[src/rtl/usr_pkg.sv]
// Shared definitions for the universal shift register: mode encodings and burst FSM states.
package usr_pkg;

    localparam logic [2:0] MODE_HOLD = 3'b000;
    localparam logic [2:0] MODE_SHL  = 3'b001;
    localparam logic [2:0] MODE_SHR  = 3'b010;
    localparam logic [2:0] MODE_ROL  = 3'b011;
    localparam logic [2:0] MODE_ROR  = 3'b100;
    localparam logic [2:0] MODE_LOAD = 3'b101;
    localparam logic [2:0] MODE_CLR  = 3'b110;

    typedef enum logic {
        IDLE  = 1'b0,
        SHIFT = 1'b1
    } usr_state_e;

endpackage

[src/rtl/usr_next_state.sv]
// Combinational next-q mux for the manual modes; code 3'b111 is reserved and holds.
module usr_next_state
    import usr_pkg::*;
#(
    parameter int unsigned WIDTH = 4
) (
    input  logic [2:0]       mode_i,
    input  logic [WIDTH-1:0] q_i,
    input  logic             ser_in_lo_i,
    input  logic             ser_in_hi_i,
    input  logic [WIDTH-1:0] par_in_i,
    output logic [WIDTH-1:0] q_next_o
);

    always_comb begin
        q_next_o = q_i;
        case (mode_i)
            MODE_HOLD: q_next_o = q_i;
            MODE_SHL:  q_next_o = {q_i[WIDTH-2:0], ser_in_lo_i};
            MODE_SHR:  q_next_o = {ser_in_hi_i, q_i[WIDTH-1:1]};
            MODE_ROL:  q_next_o = {q_i[WIDTH-2:0], q_i[WIDTH-1]};
            MODE_ROR:  q_next_o = {q_i[0], q_i[WIDTH-1:1]};
            MODE_LOAD: q_next_o = par_in_i;
            MODE_CLR:  q_next_o = '0;
            default:   q_next_o = q_i;
        endcase
    end

endmodule

[src/rtl/universal_shift_register.sv]
// Parametrised shift/rotate/load register with an autonomous LSB-first burst serialiser.
module universal_shift_register
    import usr_pkg::*;
#(
    parameter int unsigned WIDTH = 4
) (
    input  logic             clk,
    input  logic             rst,
    input  logic             en,
    input  logic [2:0]       mode,
    input  logic             ser_in_lo,
    input  logic             ser_in_hi,
    input  logic [WIDTH-1:0] par_in,
    input  logic             burst_start,
    output logic [WIDTH-1:0] par_out,
    output logic             ser_out_lo,
    output logic             ser_out_hi,
    output logic             burst_busy,
    output logic             burst_done
);

    localparam int unsigned CNT_W = $clog2(WIDTH + 1);
    localparam logic [CNT_W-1:0] CntLast = CNT_W'(WIDTH - 1);

    usr_state_e       state_q, state_d;
    logic [CNT_W-1:0] cnt_q, cnt_d;
    logic [WIDTH-1:0] q_q, q_d;
    logic             done_q, done_d;
    logic [WIDTH-1:0] q_manual;

    usr_next_state #(
        .WIDTH(WIDTH)
    ) u_next_state (
        .mode_i      (mode),
        .q_i         (q_q),
        .ser_in_lo_i (ser_in_lo),
        .ser_in_hi_i (ser_in_hi),
        .par_in_i    (par_in),
        .q_next_o    (q_manual)
    );

    always_comb begin
        state_d = state_q;
        cnt_d   = cnt_q;
        q_d     = q_q;
        done_d  = 1'b0;
        unique case (state_q)
            IDLE: begin
                if (burst_start) begin
                    q_d     = par_in;
                    cnt_d   = CntLast;
                    state_d = SHIFT;
                end else if (en) begin
                    q_d = q_manual;
                end
            end
            SHIFT: begin
                q_d = {1'b0, q_q[WIDTH-1:1]};
                // Exit on equality so the counter parks at zero and never wraps.
                if (cnt_q == '0) begin
                    state_d = IDLE;
                    done_d  = 1'b1;
                end else begin
                    cnt_d = cnt_q - 1'b1;
                end
            end
            default: state_d = IDLE;
        endcase
    end

    always_ff @(posedge clk) begin
        if (rst) begin
            state_q <= IDLE;
            cnt_q   <= '0;
            q_q     <= '0;
            done_q  <= 1'b0;
        end else begin
            state_q <= state_d;
            cnt_q   <= cnt_d;
            q_q     <= q_d;
            done_q  <= done_d;
        end
    end

    assign par_out    = q_q;
    assign ser_out_lo = q_q[0];
    assign ser_out_hi = q_q[WIDTH-1];
    assign burst_busy = (state_q == SHIFT);
    assign burst_done = done_q;

endmodule
[config.mk]
export PLATFORM = sky130hd
export DESIGN_NAME = universal_shift_register
export DESIGN_NICKNAME = d
export VERILOG_FILES = /design/src/rtl/usr_pkg.sv /design/src/rtl/usr_next_state.sv /design/src/rtl/universal_shift_register.sv
export SDC_FILE = /design/constraint.sdc
export NUM_CORES = 1
export LEC_CHECK = 0
export ABC_AREA = 0
export CORE_UTILIZATION = 42
export CTS_CLUSTER_DIAMETER = 50
export DETAILED_ROUTE_END_ITERATION = 16
export GPL_ROUTABILITY_DRIVEN = 1
export GPL_TIMING_DRIVEN = 0
export PLACE_DENSITY = 0.75
export SETUP_SLACK_MARGIN = 0.02
export SLEW_MARGIN = 40
export SYNTH_ARGS = -nofsm -noshare
export SYNTH_HDL_FRONTEND = slang
export SYNTH_HIERARCHICAL = 1
export SYNTH_SLANG_ARGS = --single-unit
[constraint.sdc]
create_clock -name clk -period 1.53 [get_ports clk]
set_input_delay 0.2295 -clock clk [delete_from_list [all_inputs] [get_ports clk]]
set_output_delay 0.2295 -clock clk [all_outputs]
set_load 0.03 [all_outputs]
=== Word level (Yosys, flattened, before mapping) ===
Cells that the tools add are included.

* Bits in registers: 9
* Word-level logic and storage cells: 31
* Output and inout port bits: 8
* Bits of input ports: 13

* Add/subtract/negate cells: 1
* Bitwise gates (word level): 1
* Reduce and logical (&&, ||, !) cells: 4
* Eq/ne operators: 10
* Multiplexer cells: 11

{| class="wikitable"
|+ Operator list
! operator !! number
|-
| one-hot mux 4 bit (6 select lines) || 1
|-
| equality test 3 bit, second input constant || 3
|-
| two-way mux 4 bit || 2
|-
| != test 8 x 2 -> 1 bit, second input constant || 1
|-
| one-hot mux 4 bit (2 select lines) || 1
|-
| equality test 3 x 2 -> 1 bit, second input constant || 2
|-
| two-way mux 3 bit || 2
|-
| one-hot mux 3 bit (2 select lines) || 1
|-
| != test 2 bit, second input constant || 2
|-
| AND reduction 2 bit || 2
|-
| equality test 3 x 1 -> 1 bit, second input constant || 1
|-
| logical NOT 3 bit || 1
|-
| two-way mux 1 bit || 3
|-
| != test 3 bit, second input constant || 1
|-
| subtractor 3 x 1 -> 3 bit, second input constant || 1
|-
| one-hot mux 1 bit (2 select lines) || 1
|-
| OR reduction 2 bit || 1
|-
| inverter 1 bit || 1
|}

=== Logic depth before layout (Yosys ltp) ===
* Depth in word-level cells: 5
* Mapped depth: 8
* Gate-level depth less buffers: 7

=== Modules after synthesis ===
Netlist, hierarchy kept.

{| class="wikitable"
|+ Modules (own cells, without submodules)
! module !! cells each !! times used !! area an instance (µm²)
|-
| universal_shift_register || 50 || 1 || 489.2
|-
| usr_next_state || 40 || 1 || 260.2
|}

=== Least setup slack after synthesis ===
OpenSTA, ideal clock, no wires.

* Kind: reg2reg
* Start point: register q_q[3] (netlist: par_out[3])
* End point: register q_q[2] (netlist: par_out[2])
* Clock period less this slack: 1.804 ns
* Setup slack: -0.274 ns
* Cell stages (with the launch flop): 7
* Arrival: 1.708 ns
* Buffers on the path: 0
* Setup time: 0.096 ns
* Cells stage by stage: dfxtp_1 a21oi_1 or3_2 a21oi_1 nor2b_1 a211oi_1 o41ai_2

* Longest elaborated chain between the ends: 4

{| class="wikitable"
|+ RTL lines
! item !! RTL line !! RTL
|-
| from (decl) || universal_shift_register.sv:27 || <nowiki>logic [WIDTH-1:0] q_q, q_d;</nowiki>
|-
| from (signal assigned) || universal_shift_register.sv:80 || <nowiki>q_q <= q_d;</nowiki>
|-
| one-hot mux 4 bit (6 select lines) || usr_next_state.sv:17 || <nowiki>case (mode_i)</nowiki>
|-
| named net q_manual[2] || universal_shift_register.sv:29 || <nowiki>logic [WIDTH-1:0] q_manual;</nowiki>
|-
| two-way mux 4 bit || universal_shift_register.sv:53 || <nowiki>end else if (en) begin</nowiki>
|-
| two-way mux 4 bit || universal_shift_register.sv:49 || <nowiki>if (burst_start) begin</nowiki>
|-
| one-hot mux 4 bit (2 select lines) || universal_shift_register.sv:47 || <nowiki>unique case (state_q)</nowiki>
|}

The timed path passes the listed nets, and every way through them passes these cells. The select of a mux whose other input is x is not followed.
A chain may end at the register's enable or synchronous reset.

==> flow_metrics.env <==
export IMPL_synth_seq_cells=9
export IMPL_min_path_type="in -> reg"
export IMPL_top_layer="met4"
export IMPL_synth_seq_area_share=0.240
export IMPL_p_clk_frac=0.226
export IMPL_syn_inst=90
export IMPL_wl_um=1920
export IMPL_drtIter0Drc=23
export IMPL_hold_viol_final=0
export IMPL_required_ns=1.71
export IMPL_hpwl_um=1270
export IMPL_p_sw_mw=0.281
export IMPL_critPathLaunchType="flop"
export IMPL_comb_power_share=0.425
export IMPL_htreeDepth=1
export IMPL_worstPathCellList="buf_6, nor2b_4, or3_4, a221oi_2, mux2_4, mux2i_1, nor3_1"
export IMPL_setup_violations=2
export IMPL_dr_pass1_iters=10
export IMPL_synth_top_area_share=0.240
export IMPL_clk_latency_ns=0.26
export IMPL_fin_ws_ns=-0.0600
export IMPL_yosys_cell_types_count=38
export IMPL_placed_area_um2=982
export IMPL_p_leak_nw=0.480
export IMPL_met2_length_um=848
export IMPL_p_int_mw=0.530
export IMPL_drt_met1_wl_um=940
export IMPL_layout_nets=139
export IMPL_cts_hold_buffers=0
export IMPL_drv_slew=0
export IMPL_r2r_setup_slack_ns=-0.06
export IMPL_finalClockSkew_ns=0.00674
export IMPL_synth_edff_count=0
export IMPL_violations="DRC, setup timing"
export IMPL_path_clk_slew_ns=0.06
export IMPL_max_slew_worst_pin_slew_ns=0.469
export IMPL_rsz0062_at_grt="yes"
export IMPL_worstPathMaxFanout=4
export IMPL_cts_tree="yes"
export IMPL_cts_sinks=9
export IMPL_die_w_um=44.2
export IMPL_fin_crit_ns=1.59
export IMPL_num_rows=14
export IMPL_cts_root_buffer="clkbuf_4"
export IMPL_grt_pass1_wl_um=3300
export IMPL_grt_pass1_vias=743
export IMPL_cts_made_buffers=3
export IMPL_drc=1
export IMPL_antenna_found_initial=0
export IMPL_chipHeight_um=44.2
export IMPL_crit_type="reg -> reg"
export IMPL_gp_congestion=0.769
export IMPL_endpoint_kind="flop"
export IMPL_fin_area_um2=1120
export IMPL_wl_per_cell_um=13.0
export IMPL_postRouteAntennaNets=0
export IMPL_powerDensity_nw_per_um2=721
export IMPL_worst_ir_drop_vdd_mv=0.608
export IMPL_avgSynthCellArea_um2=8.33
export IMPL_syn2layout_area_growth_pct=49.9
export IMPL_crit_slowest_cell="or3_4"
export IMPL_tns_ns=-0.0734
export IMPL_met3_wirelength_um=113
export IMPL_io_buffers=19
export IMPL_synth_flop_cell="dfxtp_1"
export IMPL_synth_warnings=6
export IMPL_status="finished with violations"
export IMPL_grt_overflow=0
export IMPL_slowest_delay_ns=0.38
export IMPL_fmax_mhz=629
export IMPL_via_count=804
export IMPL_period_share=1.04
export IMPL_cts_max_path_buffers=2
export IMPL_arrival_ns=1.77
export IMPL_seqPwrFrac=0.349
export IMPL_async_reset_ff_frac=0
export IMPL_die_area_um2=1960
export IMPL_yosys_area_top_type="dfxtp_1"
export IMPL_drive_gt1_frac=0.350
export IMPL_ios=21
export IMPL_switching_share=0.346
export IMPL_relSlewSlack=0.685
export IMPL_power_mw=0.811
export IMPL_start_util=0.470
export IMPL_synth_nets=105
export IMPL_synthesis_area_um2=749
export IMPL_core_area_um2=1590
export IMPL_holdWs_ns=0.334
export IMPL_cap_viol_max_count=0
export IMPL_vias_per_cell=5.47
export IMPL_n_antenna_cell=0
export IMPL_final_cell_mix="buf_4, dlygate4sd2_1, a21oi_1, clkdlybuf4s50_1, nor2b_1"
export IMPL_synth_area_leaders="dfxtp_1, a21oi_1, nor2b_1, buf_6, a211oi_1"
export IMPL_grt_max_degree=11
export IMPL_track_usage=0.226
worst max-delay path, delay by kind of cell, from the launching register on:
family	cells	cell delay, ns
buf+inv	1	0.10
compound gates	1	0.26
mux	2	0.24
simple gates	3	0.55
flops	1	0.36
state kept, by name (all words and copies together) (netlist names):
name,count
burst_busy,1
burst_done,1
par_out,4
cnt_q,3
per-stage QoR:
stage	instances	util	setup slack, ns
4_1_cts	146	0.688	-0.0456
2_1_floorplan	90	-	0.0279
5_1_grt	147	0.705	-0.135
3_3_place_gp	133	0.616	-0.550
3_5_place_dp	133	0.616	-0.590
6_report	147	0.705	-0.0600
power by group through the flow:
stage	Sequential, mW	Combinational, mW	Clock (mW)
global route	0.286	0.375	0.202
finish	0.283	0.344	0.183
CTS	0.284	0.330	0.188
global placement	0.293	0.295	0
detailed placement	0.294	0.302	0
floorplan	0.315	0.176	0
cell usage after synthesis, drive strengths merged (2+ instances only):
cell type	n
o21ai	3
inv	5
nor2b	8
a211oi	4
nor3	4
ha	2
o41ai	3
a21oi	9
nand2	4
nor2	5
a32oi	2
a31o	2
o221ai	2
mux2i	2
or3	2
nand3b	4
buf	7
dfxtp	9
area by class of cell:
type	count	area, um2
plain buffers	8	75.1
well taps	24	30.0
repair buffers	29	255
multi-input cells	68	526
fillers	137	470
clock buffers	4	26.3
inverters	5	18.8
flip-flops and latches	9	193
routing by layer:
metal | vias to the layer above | global-route usage
li1 | 407 | -
met1 | 367 | 0.315
met2 | 25 | 0.338
met3 | 5 | 0.0776
met4 | 0 | 0.0485
met5 | - | 0
timing repair:
action	CTS	global route
setup buffers	8	1
resized for setup	25	5
pin swaps	4	6
setup endpoints to repair	11	4
cloned	1	0
kinds of logic after synthesis:
group | share of synthesized area
flip-flops | 0.240
AND/OR/NAND/NOR | 0.277
adder cells (fa/ha/maj) | 0.0334
AO/OA/AOI/OAI | 0.299
buffers and inverters | 0.109
multiplexers | 0.0417
worst paths after layout:
path	from	to	cells past startpoint
setup / recovery	par_out[3]$_SDFFE_PP0P_	par_out[3]$_SDFFE_PP0P_	7
hold / removal	burst_start	par_out[3]$_SDFFE_PP0P_	3
setup reg to reg	par_out[3]$_SDFFE_PP0P_	par_out[3]$_SDFFE_PP0P_	7
hold reg to reg	cnt_q[1]$_SDFFE_PP0P_	cnt_q[1]$_SDFFE_PP0P_	2
(Power assumes the default switching activity.)
